### config.mk
export PLATFORM = sky130hd
export DESIGN_NAME = pipeline_stall_sequencer
export DESIGN_NICKNAME = d
export VERILOG_FILES = /design/src/rtl/pipeline_stall_sequencer.sv
export SDC_FILE = /design/constraint.sdc
export NUM_CORES = 1
export LEC_CHECK = 0
export ABC_AREA = 1
export CAP_MARGIN = 20
export CELL_PAD_IN_SITES_DETAIL_PLACEMENT = 1
export CELL_PAD_IN_SITES_GLOBAL_PLACEMENT = 1
export CORE_ASPECT_RATIO = 1.2
export CORE_UTILIZATION = 27
export CTS_BUF_LIST = sky130_fd_sc_hd__clkbuf_16
export CTS_CLUSTER_DIAMETER = 200
export DETAILED_ROUTE_END_ITERATION = 10
export PLACE_DENSITY = 0.62
export SYNTH_ARGS = -nofsm -noshare
export SYNTH_HDL_FRONTEND = slang
export SYNTH_SLANG_ARGS = --single-unit
export TNS_END_PERCENT = 10
### constraint.sdc
create_clock -name clk -period 2 [get_ports clk]
set_clock_uncertainty 0.15 [all_clocks]
set_input_delay 0.4 -clock clk [delete_from_list [all_inputs] [get_ports clk]]
set_output_delay 0.4 -clock clk [all_outputs]
set_load 0.005 [all_outputs]
### src/rtl/pipeline_stall_sequencer.sv
// pipeline_stall_sequencer: merges stall, redirect, memory-wait and interrupt requests into stage controls.
// Optional STALL_PERF_CNT_EN macro adds stall_cycles / flush_count performance counters.
module pipeline_stall_sequencer #(
    parameter int MEM_TIMEOUT = 255,
    parameter int DRAIN_CYC   = 2,
    parameter int CNT_W       = 16
) (
    input  logic             clk,
    input  logic             reset,
    input  logic             load_use,
    input  logic             branch_taken,
    input  logic             jump_id,
    input  logic             mem_busy,
    input  logic             irq,
    output logic             pc_write,
    output logic             if_id_write,
    output logic             if_id_flush,
    output logic             id_ex_flush,
    output logic [1:0]       pc_sel,
    output logic             irq_ack,
    output logic             mem_timeout
`ifdef STALL_PERF_CNT_EN
    ,
    output logic [CNT_W-1:0] stall_cycles,
    output logic [CNT_W-1:0] flush_count
`endif
);
    localparam logic [CNT_W-1:0] TIMEOUT   = CNT_W'(MEM_TIMEOUT);
    localparam logic [CNT_W-1:0] DRAIN_END = CNT_W'(DRAIN_CYC);
    localparam logic [CNT_W-1:0] ONE       = CNT_W'(1);

    typedef enum logic [2:0] {INIT, RUN, MEMWAIT, DRAIN, ENTER} state_t;
    state_t           state, state_n;
    logic [CNT_W-1:0] wait_cnt, wait_cnt_n, drain_cnt, drain_cnt_n;

    always_ff @(posedge clk or posedge reset)
        if (reset) begin
            state       <= INIT;
            wait_cnt    <= '0;
            drain_cnt   <= '0;
            mem_timeout <= 1'b0;
        end else begin
            state       <= state_n;
            wait_cnt    <= wait_cnt_n;
            drain_cnt   <= drain_cnt_n;
            mem_timeout <= mem_timeout | (state_n == MEMWAIT && wait_cnt_n == TIMEOUT);
        end

    always_comb begin
        state_n     = state;
        wait_cnt_n  = wait_cnt;
        drain_cnt_n = drain_cnt;
        pc_write    = 1'b1;
        if_id_write = 1'b1;
        if_id_flush = 1'b0;
        id_ex_flush = 1'b0;
        pc_sel      = 2'b00;
        irq_ack     = 1'b0;
        case (state)
            INIT: begin
                pc_write    = 1'b0;
                if_id_write = 1'b0;
                if_id_flush = 1'b1;
                id_ex_flush = 1'b1;
                state_n     = RUN;
            end
            // a released memory wait falls straight through to the normal priority chain
            RUN, MEMWAIT: begin
                state_n = RUN;
                if (mem_busy) begin
                    pc_write    = 1'b0;
                    if_id_write = 1'b0;
                    state_n     = MEMWAIT;
                    wait_cnt_n  = (state == RUN) ? ONE : (wait_cnt == '1 ? wait_cnt : wait_cnt + ONE);
                end else if (branch_taken) begin
                    pc_sel      = 2'b01;
                    if_id_flush = 1'b1;
                    id_ex_flush = 1'b1;
                end else if (jump_id) begin
                    pc_sel      = 2'b10;
                    if_id_flush = 1'b1;
                end else if (load_use) begin
                    pc_write    = 1'b0;
                    if_id_write = 1'b0;
                    id_ex_flush = 1'b1;
                end else if (irq) begin
                    pc_write    = 1'b0;
                    if_id_write = 1'b0;
                    id_ex_flush = 1'b1;
                    drain_cnt_n = ONE;
                    state_n     = (ONE >= DRAIN_END) ? ENTER : DRAIN;
                end
            end
            DRAIN: begin
                pc_write    = 1'b0;
                if_id_write = 1'b0;
                if (!mem_busy) begin
                    id_ex_flush = 1'b1;
                    drain_cnt_n = drain_cnt + ONE;
                    state_n     = (drain_cnt_n >= DRAIN_END) ? ENTER : DRAIN;
                end
            end
            ENTER: begin
                if (mem_busy) begin
                    pc_write    = 1'b0;
                    if_id_write = 1'b0;
                end else begin
                    pc_sel      = 2'b11;
                    if_id_flush = 1'b1;
                    id_ex_flush = 1'b1;
                    irq_ack     = 1'b1;
                    state_n     = RUN;
                end
            end
            default: begin
                pc_write    = 1'b0;
                if_id_write = 1'b0;
                state_n     = INIT;
            end
        endcase
    end

`ifdef STALL_PERF_CNT_EN
    always_ff @(posedge clk or posedge reset)
        if (reset) begin
            stall_cycles <= '0;
            flush_count  <= '0;
        end else if (state != INIT) begin
            if (!pc_write && stall_cycles != '1) stall_cycles <= stall_cycles + ONE;
            if (if_id_flush && flush_count != '1) flush_count <= flush_count + ONE;
        end
`endif
endmodule

# Yosys cells after proc, flatten, opt, wreduce, memory -nomap -nowiden
# Index checks and enable logic that the tools add are counted.
# Widths: inputs -> output; s select.
[classes]
n_eq_ne = 13
bitwise_logic = 1
reduce_logical = 6
order_cmp = 1
mux = 43
add_sub_neg = 2
[ops]
columns = ["op", "n"]
rows = [
  ["$mux 16", 10],
  ["$add 16x1->16 const B", 2],
  ["$pmux 16 s2", 1],
  ["$mux 2", 9],
  ["$eq 16x16->1 const B", 1],
  ["$eq 16x8->1 const B", 1],
  ["$ge 16x2->1 const B", 1],
  ["$mux 1", 15],
  ["$ne 2x2->1 const B", 6],
  ["$pmux 3 s4", 1],
  ["$eq 3x2->1 const B", 3],
  ["$mux 3", 3],
  ["$reduce_and 7->1", 1],
  ["$pmux 1 s3", 2],
  ["$pmux 2 s2", 1],
  ["$reduce_or 2->1", 2],
  ["$eq 3x1->1 const B", 1],
  ["$eq 3x3->1 const B", 1],
  ["$logic_not 3->1", 1],
  ["$pmux 1 s2", 1],
  ["$reduce_bool 2->1", 1],
  ["$logic_and 1x1->1", 1],
  ["$or 1x1->1", 1],
]
[totals]
ff_bits = 36
output_inout_bits = 8
wordCells = 70
input_bits = 7

# Longest topological paths before layout
# Gate-level depths: netlist of run 1.
[logic_depth]
word_depth = 9
ltp_mapped = 14
depth_no_buf = 14

# Worst setup path after synthesis of run 1
# OpenSTA, ideal clock, no wires.
[synth_path]
path_kind = "reg2out"
startpoint = "register state[1]"
endpoint = "output port pc_write"
path_stages_with_launch = 7
t_arrival_ps = 1309
path_buffers = 1
required_ps = 1450
path_slack_ps = 141
path_cell_list = "dfrtp_1 > nor2_2 > inv_1 > nor3_1 > inv_1 > nand2_1 > buf_4"
[synth_between]
elab_chain_len = 3
word_cells_on_any_way = 5
classes_between = "3 x eq/ne; 1 x mux; 1 x reduce/logical"
[synth_rtl]
columns = ["element", "line", "rtl"]
rows = [
  ["start: declaration", "33", "state_t state, state_n;"],
  ["start signal: assignment", "43", "state <= state_n;"],
  ["$eq 3x1->1 / $eq 3x2->1 (equally long branches)", "-", ""],
  ["$reduce_or 2->1", "-", ""],
  ["$pmux 1 s2 *", "-", ""],
  ["end: declaration", "15", "output logic pc_write,"],
]
# Mark *: on every way between the ends. The rest lies on a longest branch, timed or not.

# Worst setup path after layout of run 1
[layout_path]
startpoint = "register state[0]"
endpoint = "output port pc_sel[1]"
[layout_between]
elab_chain_len = 3
word_cells_on_any_way = 5
classes_between = "3 x eq/ne; 1 x mux; 1 x reduce/logical"
[layout_rtl]
columns = ["element", "line", "rtl"]
rows = [
  ["$eq 3x1->1 / $eq 3x2->1 (equally long branches)", "59", "case (state)"],
  ["$reduce_or 2->1", "59", ""],
  ["$pmux 2 s2 *", "59", ""],
  ["end: declaration", "19", "output logic [1:0] pc_sel,"],
]
# Marked as above.

==> metrics.yaml, run 1 <==
place:
  dpl_cell_area_sq_mm: 0.00324
  portBuffers: 14
  dp_cells: 543
  gp_congestion: 0.755
  dp_hpwl_mm: 5.49
synth:
  seq_area_frac_synth: 0.376
  synthTopCellsByCount: "nand2_1, inv_1, nor2_1, dfrtp_1, nand3_1"
  synth_largest_area_cell: "dfrtp_1"
  syn_nets: 356
  synth_area_sq_mm: 0.00240
  syn_avg_cell_area_sq_um: 6.93
  synth_edf_count: 0
  synth_cells: 346
  synthDistinctLibCells: 34
  synthTopCellsByArea: "dfrtp_1, nand2_1, inv_1, nand3_1, nor2_1"
  synth_top_area_frac: 0.376
  ys_warn_count: 0
  async_flop_share: 1.00
  ys_ff_latch: 36
  synth_top_flop_cell: "dfrtp_1"
  yosysMostFrequentCell: "nand2_1"
global_route:
  grt_antenna_before_repair: 0
  grt_pass1_wl_mm: 12.9
  grt_pass1_vias: 2855
  grt_max_degree: 37
  grtUsageTotal: 0.175
  gr-total-overflow: 0
timing:
  drv_slew: 0
  tightest_slew_ns: 0.335
  whs_ns: 0.318
  max_freq_ghz: 0.453
  hold_violations: 0
  period_needed_ns: 2.21
  setup_viol: 10
  setup_ws_ns: -0.207
  rsz0062_at_grt: "true"
  slew_headroom: 0.774
  fin_crit_sh: 1.10
floorplan:
  die_x_um: 88.0
  die_area_sq_mm: 0.00927
  die_h_um: 105
  io_pins: 15
  core_area_sq_mm: 0.00861
  initial_utilization: 0.279
  row_count: 37
clock_tree:
  clock-sinks: 36
  cts-htree-levels: 2
  clkSlewWorstSetupHoldPaths_ns: 0.05
  clk_path_buf_depth: 2
  cts_inserted_buffers: 5
  hold_buffers: 0
  cts_tree: "yes"
  root_buffer: "clkbuf_16"
  worstSkewPairLatency_ns: 0.28
power_and_ir_drop:
  max-vdd-ir-drop_v: 0.000649
  power_leakage_nw: 1.74
  power_density_mw_per_mm2: 1280
layout:
  regArea_sq_um: 906
  syn2layout_area_growth_pct: 46.4
  fillerInstances: 1108
  fin_util: 0.408
  drive_above_1_share: 0.289
  diodes: 0
  multiInputGateArea_sq_mm: 0.00130
  fin_nets: 452
  fin_area_sq_mm: 0.00351
  final_cells: 557
setup_path:
  endpoint_kind: "output port"
  regToRegSetupSlack_ns: -0.08
  required_ns: 1.45
  r2r-start: "state[1]"
  cp_max_fo: 3
  crit_arrival_ns: 1.66
  crit_path_start: "state[0]"
  critical_path_class: "reg2out"
  start_kind: "flip-flop"
status:
  status: "complete, but fails checks"
  violations: "negative setup slack"
detailed_routing:
  wirelength_mm: 7.25
  drt-vias-per-instance: 4.52
  drc: 0
  routedWlPerCell_um: 13.0
  vias: 2517
  ant_nets: 0
  drt-pass1-iter-count: 4
  initialDrtViolationCount: 71
min_path:
  hp-class: "in2async"
job:
  maxCapViolations: 0
cells in the final DEF (no fill, tap or decap), drive strengths merged:
cell type,count
o21ai,15
dfrtp,36
xnor2,1
xor2,11
nor2,47
or2,1
dlygate4sd2,3
and2,1
ha,3
o21bai,2
nor3,7
a21oi,2
a31oi,1
buf,85
nand3,38
inv,61
nand4,14
clkbuf,6
a21boi,1
and3,1
clkdlybuf4s15,1
a21o,1
o22ai,9
nand2,85
clkdlybuf4s50,6
nand3b,1
o31ai,1
final timing paths:
| kind | end | depth (start not counted) |
|---|---|---|
| worst min register to register | mem_timeout | 2 |
| max in group asynchronous | state[0] | 3 |
| worst max register to register | mem_timeout | 14 |
| min in group clk | mem_timeout | 2 |
| worst min-delay path | wait_cnt[1] | 3 |
| worst max-delay path | pc_sel[1] | 9 |
sequential cells by signal, summed over array words and instances, names as in the netlist:
name,flops
state,3
wait_cnt,16
drain_cnt,16
mem_timeout,1
per-layer routing:
layer | share of wire | up-vias | global-route usage
met1 | 0.42 | 1201 | 0.205
met5 | 0 | - | 0
met2 | 0.56 | 11 | 0.329
met4 | 0.014 | 0 | 0.0415
met3 | 0.013 | 10 | 0.0243
li1 | - | 1295 | -
kinds of logic (layout without fill, tap and decap cells):
family,count (synthesis),in the layout,share of synthesized area
buffers and inverters,68,162,0.114
flip-flops,36,36,0.376
AO/OA/AOI/OAI,32,32,0.0772
AND/OR/NAND/NOR,195,195,0.374
adder cells (fa/ha/maj),3,3,0.0157
XOR/XNOR,12,12,0.0438
where the power goes:
part / switching, W / total, W / internal, W
Combinational: 0.00127 / 0.00247 / 0.00120
Sequential: 0.000280 / 0.00131 / 0.00103
Clock: 0.000284 / 0.000725 / 0.000440
critical path, stage by stage (launching register included):
cell	delay, ns
dfrtp_2	0.43
nand2_2	0.11
nand2_4	0.08
nor2_8	0.10
inv_4	0.04
nor2_4	0.12
buf_4	0.11
inv_1	0.04
o31ai_1	0.19
buf_2	0.15
timing repair:
item                                    4_1_cts  5_1_grt
pin swaps                                     6        6
gates cloned                                  0        0
resized for setup                            34       18
buffers inserted                              9        0
endpoints found under the setup margin       11       36
cell type report:
class / instances / share of cell area
inverters: 61 / 0.0674
well taps: 117 / 0.0417
flip-flops and latches: 36 / 0.258
multi-input cells: 242 / 0.370
repair buffers: 96 / 0.228
clock buffers: 5 / 0.0356
stage by stage:
stage	setup WS (ns)	power [W]	TNS, ns
finish	-0.207	0.00451	-1.34
global route	-0.317	0.00490	-2.83
CTS	-0.226	0.00445	-1.58
detailed placement	-0.525	0.00354	-8.28
global placement	-0.483	0.00348	-6.95
floorplan	0.141	0.00248	0
Power figures use the tool's default switching activity.
==> run 2: changes to the inputs <==
- SLEW_MARGIN: default -> 20
==> results of run 2 <==
No change in the layout: final DEF, timing and power equal those of run 1.
==> run 3: changes to the inputs <==
- PLACE_DENSITY: 0.62 -> 0.52
==> run 3 against run 2 <==
Compared with the run above:
- the flow still finishes with violations (negative setup slack)
- sequential share of layout area down 1.3 points
- sequential cell count unchanged
- maximum frequency down 0.28%
- die area unchanged
- total power up 6.2%
- clock-buffer cell count unchanged
- critical endpoint unchanged
==> metrics.yaml, run 3 (synthesis results as in run 1) <==
status:
  status: "complete, but fails checks"
  violations: "negative setup slack"
setup_path:
  r2r_end: "mem_timeout"
  crit_arrival_ns: 1.66  # about the same
  required_ns: 1.45  # about the same
  critical_path_class: "reg2out"
  endpoint_kind: "output port"
  cp_max_fo: 3  # unchanged
  start_kind: "flip-flop"
  r2r-start: "state[1]"
  regToRegSetupSlack_ns: -0.15  # -0.07 ns
  reg2reg_depth: 14  # unchanged
clock_tree:
  clkSlewWorstSetupHoldPaths_ns: 0.06  # about the same
  root_buffer: "clkbuf_16"
  cts_tree: "yes"
  cts_inserted_buffers: 5  # unchanged
  hold_buffers: 0  # unchanged
  worstSkewPairLatency_ns: 0.29  # about the same
  clock-sinks: 36  # unchanged
  cts-htree-levels: 2  # unchanged
  clk_path_buf_depth: 2  # unchanged
detailed_routing:
  initialDrtViolationCount: 33  # -54%
  routedWlPerCell_um: 13.5  # +3.4%
  drc: 0  # unchanged
  drt-pass1-iter-count: 4  # unchanged
  vias: 2612  # +3.8%
  ant_nets: 0  # unchanged
  wirelength_mm: 7.71  # +6.3%
  drt-vias-per-instance: 4.56  # +0.88%
place:
  portBuffers: 14  # unchanged
  dp_cells: 551  # +1.5%
  pre_cts_slack_ns: -0.508  # +0.0166 ns
  gp_congestion: 0.734  # -2.8%
  dp_hpwl_mm: 5.74  # +4.5%
floorplan:
  die_h_um: 105  # unchanged
  die_area_sq_mm: 0.00927  # unchanged
  die_x_um: 88.0  # unchanged
  io_pins: 15  # unchanged
  core_area_sq_mm: 0.00861  # unchanged
  row_count: 37  # unchanged
  initial_utilization: 0.279  # unchanged
power_and_ir_drop:
  max-vdd-ir-drop_v: 0.000547  # -16%
  power_density_mw_per_mm2: 1300  # +1.1%
  power_leakage_nw: 1.85  # +6.4%
global_route:
  grt_max_degree: 37  # unchanged
  grt_antenna_before_repair: 0  # unchanged
  grt_pass1_wl_mm: 13.3  # +2.9%
  grtUsageTotal: 0.187  # +0.0113
  grt_pass1_vias: 2827  # -0.98%
  gr-total-overflow: 0  # unchanged
layout:
  multiInputGateArea_sq_mm: 0.00134  # +3.5%
  fillerInstances: 1126  # +1.6%
  largest_registers: "drain_cnt: 16 flops, wait_cnt: 16 flops, state: 3 flops"
  mostFrequentLayoutCells: "buf_4, nand2_1, inv_1"
  syn2layout_area_growth_pct: 53.8
  fin_nets: 465  # +2.9%
  final_cells: 573  # +2.9%
  fin_util: 0.428  # +0.0206
  drive_above_1_share: 0.329  # +0.0403
  diodes: 0  # unchanged
  regArea_sq_um: 903  # -0.28%
  layout_commonest_cell: "buf_4"
timing:
  slew_headroom: 0.798  # +0.0236
  hold_violations: 0  # unchanged
  period_needed_ns: 2.21  # +0.00614 ns
  drv_slew: 0  # unchanged
  setup_ws_ns: -0.213  # -0.00614 ns
  fin_crit_sh: 1.11  # +0.00307
  tightest_slew_ns: 0.301  # -0.0341 ns
  rsz0062_at_grt: "true"
  setup_viol: 10  # unchanged
  max_freq_ghz: 0.452  # -0.28%
job:
  maxCapViolations: 0  # unchanged
min_path:
  hp-class: "in2async"
==> run 3: changes by cell type in the layout (fill, tap and decap cells not counted), moves of 3 or more <==
cell     previous run  this run
buf_6               1         9
nand3_2             2         8
buf_4              76        84
nor3_2              3         0
nand3_1            36        30
nand2_1            80        77
nand2_2             3         6
==> run 3: per-stage QoR <==
| stage | total power (W) | instance area [sq um] | TNS (ns) | hold WS [ns] |
|---|---|---|---|---|
| detailed placement | 0.00364 | 3290 | -8.37 | 0.314 |
| CTS | 0.00478 | 3590 | -1.29 | 0.327 |
| finish | 0.00479 | 3690 | -0.888 | 0.320 |
| floorplan | 0.00248 | 2400 | 0 | 0.307 |
| global route | 0.00521 | 3690 | -2.21 | 0.363 |
| global placement | 0.00358 | 3290 | -7.69 | 0.321 |
==> run 3: timing repair <==
action | 4_1_cts | 5_1_grt
setup buffers | 9 | 5
gates resized for setup | 58 | 19
pin swaps | 15 | 11
endpoints found under the setup margin | 16 | 15
==> run 3: layer usage <==
metal | vias to the layer above | GRT usage | wire [um]
met3 | 7 | 0.0298 | 138
met5 | - | 0 | 0
met2 | 13 | 0.349 | 4290
met4 | 0 | 0.0484 | 91
li1 | 1317 | - | -
met1 | 1275 | 0.215 | 3190
==> run 3: final cells by class <==
| cell class | instances | area share |
|---|---|---|
| multi-input cells | 242 | 0.364 |
| flip-flops and latches | 36 | 0.245 |
| repair buffers | 109 | 0.242 |
| inverters | 61 | 0.0655 |
| well taps | 117 | 0.0397 |
| clock buffers | 5 | 0.0339 |
| clock inverters | 3 | 0.0105 |
==> run 3: worst max-delay path by stage <==
stage / to / slack [ns] / startpoint
after CTS: mem_timeout / -0.22 / wait_cnt[0]
after detailed placement: pc_sel[1] / -0.51 / mem_busy
after floorplan: pc_write / 0.14 / state[1]
after global routing: pc_sel[1] / -0.30 / state[1]
final: pc_sel[1] / -0.21 / state[1]
after global placement: pc_sel[1] / -0.49 / mem_busy
==> run 3: report_power, final <==
part           total [W]  internal [W]  switching, W
logic            0.00260       0.00126       0.00134
clock network   0.000905      0.000582      0.000324
registers        0.00128       0.00103      0.000254
total            0.00479       0.00287       0.00191
==> run 3: critical path, cell delays in order, from the launching register on <==
cell,delay [ns]
dfrtp_1,0.42
nor2_4,0.08
buf_6,0.13
nor2_8,0.11
inv_4,0.04
nor2_4,0.11
buf_4,0.12
inv_1,0.04
o31ai_1,0.18
buf_2,0.15
==> variant 1, RTL diff (config.mk and constraints of run 3) <==
The parameter `CNT_W` goes from 16 to 20.
--- a/src/rtl/pipeline_stall_sequencer.sv
+++ b/src/rtl/pipeline_stall_sequencer.sv
@@ -3,7 +3,7 @@
 module pipeline_stall_sequencer #(
     parameter int MEM_TIMEOUT = 255,
     parameter int DRAIN_CYC   = 2,
-    parameter int CNT_W       = 16
+    parameter int CNT_W       = 20
 ) (
     input  logic             clk,
     input  logic             reset,
Check against the original RTL: same outputs for any inputs over 10 cycles, from zero or initial values and one cycle with reset high; that may be too few to reach the edited logic, so the function may still have changed.
==> variant 1 against run 3 <==
The flow still finishes with violations (setup timing). Synthesized area rose by 22%. Total power grew 11%. Setup slack worse by 50 ps. Sequential cell count is 8 higher. First-iteration DRC count rose by 120%. Cell area up 28%. Wire length is 28% higher. Cell count rose by 22%.
==> variant 1: results (changes against run 3) <==
| Metric | Value |
|---|---|
| Outcome | `complete, but fails checks (unchanged)` |
| Failing checks | `setup timing (unchanged)` |
| Setup TNS | `-1970 ps (was -888 ps)` |
| Crit path max-delay cell type | `dfrtp_2 (was dfrtp_1)` |
| GR Util met2 | `36.7% (was 34.9%)` |
| Main area contributors after synthesis | `dfrtp_1, nand2_1, inv_1, nor2_1, nand3_1 (was dfrtp_1, nand2_1, inv_1, nand3_1, nor2_1)` |
| Most common library cells after synthesis | `nand2_1, inv_1, nor2_1, dfrtp_1, nand3_1 (unchanged)` |
| Xor/xnor cell area share of the yosys netlist | `5.40% (was 4.38%)` |
| Multi-In Gates | `292 (was 242)` |
| Fillers | `1298 (was 1126)` |
| Worst Slack Setup Final | `-263 ps (was -213 ps)` |
| Non-clk buf share | `26.2% (was 24.2%)` |
| Setup-failing EPs final | `13 (was 10)` |
| Biggest regs | `drain_cnt: 20 flops, wait_cnt: 20 flops, state: 3 flops (was drain_cnt: 16 flops, wait_cnt: 16 flops, state: 3 flops)` |
| Met1 wire length | `4090 µm (was 3190 µm)` |
| Peak VDD IR | `539 µV (was 547 µV)` |
| Compound-gate portion of the synthesized area | `9.55% (was 7.72%)` |
| Critical Path AT | `1710 ps (was 1660 ps)` |
| Layout cell share with drive strength beyond 1 | `39.0% (was 32.9%)` |
| Pre-CTS WS | `-677 ps (was -508 ps)` |
| Met1 usage | `19.9% (was 21.5%)` |
| Combinational power | `2.97 mW (was 2.60 mW)` |
| FF+latch count, synth | `44 (was 36)` |
| Overall Global Routing Usage | `18.4% (was 18.7%)` |
| Cell Area, Placed | `4130 µm² (was 3290 µm²)` |
| Number of nets in the layout | `581 (was 465)` |
| Vias in the first global route | `3481 (was 2827)` |
| Clk tree area frac | `3.47% (was 4.44%)` |
| Internal power | `3.20 mW (was 2.87 mW)` |
| Relative slew slack | `70.4% (was 79.8%)` |
| Synth cell types | `33 (was 34)` |
| First-pass GRT wire length | `16500 µm (was 13300 µm)` |
| Mapped Cells | `417 (was 346)` |
| Adder-Cell Fraction of Synth Area | `1.29% (was 1.56%)` |
| Initial DRC count | `71 (was 33)` |
| Via/cell ratio | `4.63 (was 4.56)` |
| Repair and plain buffers | `154 (was 109)` |
| Leakage | `2.41 nW (was 1.85 nW)` |
| Metal2 WL | `5430 µm (was 4290 µm)` |
| Slowest cell delay on critical path | `450 ps (was 420 ps)` |
-- variant 1: worst paths after layout --
| check | depth (start not counted) | slack, ps | endpoint | from |
|---|---|---|---|---|
| min in group clk | 2 | 330 | mem_timeout$_DFF_PP0_ | mem_timeout$_DFF_PP0_ |
| worst min-delay path | 3 | 320 | wait_cnt[2]$_DFF_PP0_ | reset |
| max in group asynchronous | 3 | 1140 | state[1]$_DFF_PP0_ | reset |
| worst max-delay path | 9 | -260 | pc_sel[0] | state[1]$_DFF_PP0_ |
| worst max register to register | 14 | -250 | mem_timeout$_DFF_PP0_ | wait_cnt[1]$_DFF_PP0_ |
| worst min register to register | 2 | 330 | mem_timeout$_DFF_PP0_ | mem_timeout$_DFF_PP0_ |
-- variant 1: what timing repair did --
| action | in CTS | in global routing |
|---|---|---|
| endpoints found under the setup margin | 29 | 40 |
| gates resized for setup | 56 | 47 |
| pin swaps | 14 | 32 |
| gates cloned | 0 | 0 |
| buffers inserted | 7 | 11 |
==> variant 2, RTL diff (config.mk and constraints of run 3) <==
Made on the original files. Put one more register stage on the output `mem_timeout`. The value now appears one clock later. The other outputs are not delayed to match.
--- a/src/rtl/pipeline_stall_sequencer.sv
+++ b/src/rtl/pipeline_stall_sequencer.sv
@@ -30,6 +30,8 @@
     localparam logic [CNT_W-1:0] ONE       = CNT_W'(1);
 
     typedef enum logic [2:0] {INIT, RUN, MEMWAIT, DRAIN, ENTER} state_t;
+
+    logic mem_timeout_s0;
     state_t           state, state_n;
     logic [CNT_W-1:0] wait_cnt, wait_cnt_n, drain_cnt, drain_cnt_n;
 
@@ -38,12 +40,12 @@
             state       <= INIT;
             wait_cnt    <= '0;
             drain_cnt   <= '0;
-            mem_timeout <= 1'b0;
+            mem_timeout_s0 <= 1'b0;
         end else begin
             state       <= state_n;
             wait_cnt    <= wait_cnt_n;
             drain_cnt   <= drain_cnt_n;
-            mem_timeout <= mem_timeout | (state_n == MEMWAIT && wait_cnt_n == TIMEOUT);
+            mem_timeout_s0 <= mem_timeout_s0 | (state_n == MEMWAIT && wait_cnt_n == TIMEOUT);
         end
 
     always_comb begin
@@ -130,5 +132,9 @@
             if (if_id_flush && flush_count != '1) flush_count <= flush_count + ONE;
         end
 `endif
+    always_ff @(posedge clk) begin
+        mem_timeout <= mem_timeout_s0;
+    end
+
 endmodule
 
Formal check against the unedited RTL: no difference found for any inputs over 10 cycles, from zero or initial values and one cycle with reset high; that may be too few to reach the edited logic, so the function may still have changed.
==> variant 2 against run 3 <==
Setup slack gained 65 ps. The flow still finishes with violations (setup timing). Wire length shrank 5.0%. Cell area fell by 2.6%. Sequential cell count up 1. Largest cell class unchanged. Synthesized area up 0.83%. Non-clock buffer count decreased by 12. Total power is 3.3% lower. First-iteration DRC count increased by 30%.
==> variant 2: results (changes against run 3) <==
| Metric | Value |
|---|---|
| Synth cell types | `35 (was 34)` |
| Wire length per cell | `13.0 µm (was 13.5 µm)` |
| First-pass GRT wire length | `12900 µm (was 13300 µm)` |
| Cell Area, Placed | `3220 µm² (was 3290 µm²)` |
| # resized after CTS | `45 (was 58)` |
| Inst Count DP | `542 (was 551)` |
| Post-synthesis net count | `357 (was 356)` |
| Worst Slack Setup Final | `-148 ps (was -213 ps)` |
| Critical Path AT | `1600 ps (was 1660 ps)` |
| Number of nets in the layout | `454 (was 465)` |
| # Post-CTS Setup Buffers | `7 (was 9)` |
| Leakage | `1.77 nW (was 1.85 nW)` |
| Slowest cell delay on critical path | `430 ps` |
| Failing checks | `setup timing (unchanged)` |
| Biggest regs | `drain_cnt: 16 flops, wait_cnt: 16 flops, state: 3 flops (unchanged)` |
| Setup TNS | `-701 ps (was -888 ps)` |
| Via/cell ratio | `4.52 (was 4.56)` |
| Final wirelength | `7320 µm (was 7710 µm)` |
| GR Util met2 | `32.5% (was 34.9%)` |
| Overall Global Routing Usage | `17.8% (was 18.7%)` |
| CP delay by family, top | `flip-flops (was buffers and inverters)` |
| GR Layer Usage met3 | `2.35% (was 2.98%)` |
| Ys Warns | `0 (unchanged)` |
| Pre-CTS WS | `-478 ps (was -508 ps)` |
| Relative slew slack | `79.8% (about the same)` |
| Setup-failing EPs final | `7 (was 10)` |
| Peak VDD IR | `496 µV (was 547 µV)` |
| Hpwl dp | `5560 µm (was 5740 µm)` |
| Layout cell share with drive strength beyond 1 | `32.8% (was 32.9%)` |
| Main area contributors after synthesis | `dfrtp_1, nand2_1, inv_1, nand3_1, nor2_1 (unchanged)` |
| Vias in the first global route | `2830 (was 2827)` |
| Routability congestion estimate from global placement | `0.805 (was 0.734)` |
| Outcome | `complete, but fails checks (unchanged)` |
| Worst-path fanout max | `4 (was 3)` |
| Largest net degree at the start of global routing | `37 (unchanged)` |
| Clk_lat worst skew | `about 280 ps` |
| Ys async rst share | `97.3% (was 100%)` |
| Met1 usage | `21.0% (was 21.5%)` |
| Antenna diode count | `0 (unchanged)` |
| Post-synthesis sequential area ratio | `38.1% (was 37.6%)` |
| Syn_area_per_cell | `6.97 µm² (was 6.93 µm²)` |
| Hold crit path type | `reg2reg (was in2async)` |
| Initial DRC count | `43 (was 33)` |
| Clock transition at path regs | `60 ps (about the same)` |
| PortBufs | `14 (unchanged)` |
variant 2: path summary, 6_finish.rpt:
| path | startpoint | endpoint | slack [ps] | depth (start not counted) |
|---|---|---|---|---|
| max | state[1]$_DFF_PP0_ | pc_sel[1] | -150 | 8 |
| min | mem_timeout_s0$_DFF_PP0_ | mem_timeout$_DFF_P_ | 220 | 0 |
| max reg2reg | state[1]$_DFF_PP0_ | state[0]$_DFF_PP0_ | -100 | 14 |
| min reg2reg | mem_timeout_s0$_DFF_PP0_ | mem_timeout$_DFF_P_ | 220 | 0 |
| max in group asynchronous | reset | state[0]$_DFF_PP0_ | 1170 | 3 |
| min in group asynchronous | reset | wait_cnt[1]$_DFF_PP0_ | 320 | 3 |
variant 2: final cells by class:
cell class / instances / area, µm²
inverter: 61 / 239
tap: 117 / 146
multi-input combinational: 242 / 1360
timing repair buffer: 97 / 783
sequential: 37 / 922
clock buffer: 5 / 125
fill: 1105 / 5060
clock inverter: 3 / 15.0
variant 2: layer usage:
layer	share of wire, %	vias up
li1	-	1298
met1	43	1222
met2	54	12
met3	1.1	9
met4	1.4	0
met5	0	-
variant 2: logic make-up (layout without fill, tap and decap cells):
| kind of cell | count (synthesis) | in the layout | share of synthesized area [%] |
|---|---|---|---|
| AND/OR/NAND/NOR | 195 | 195 | 37.1 |
| buffers and inverters | 68 | 166 | 11.3 |
| flip-flops | 37 | 37 | 38.1 |
| AO/OA/AOI/OAI | 32 | 32 | 7.66 |
| XOR/XNOR | 12 | 12 | 4.35 |
| adder cells (fa/ha/maj) | 3 | 3 | 1.55 |
variant 2: power by group:
group | switching [mW] | internal, mW
Clock | 0.326 | 0.454
Combinational | 1.31 | 1.22
Sequential | 0.271 | 1.04
Total | 1.91 | 2.72
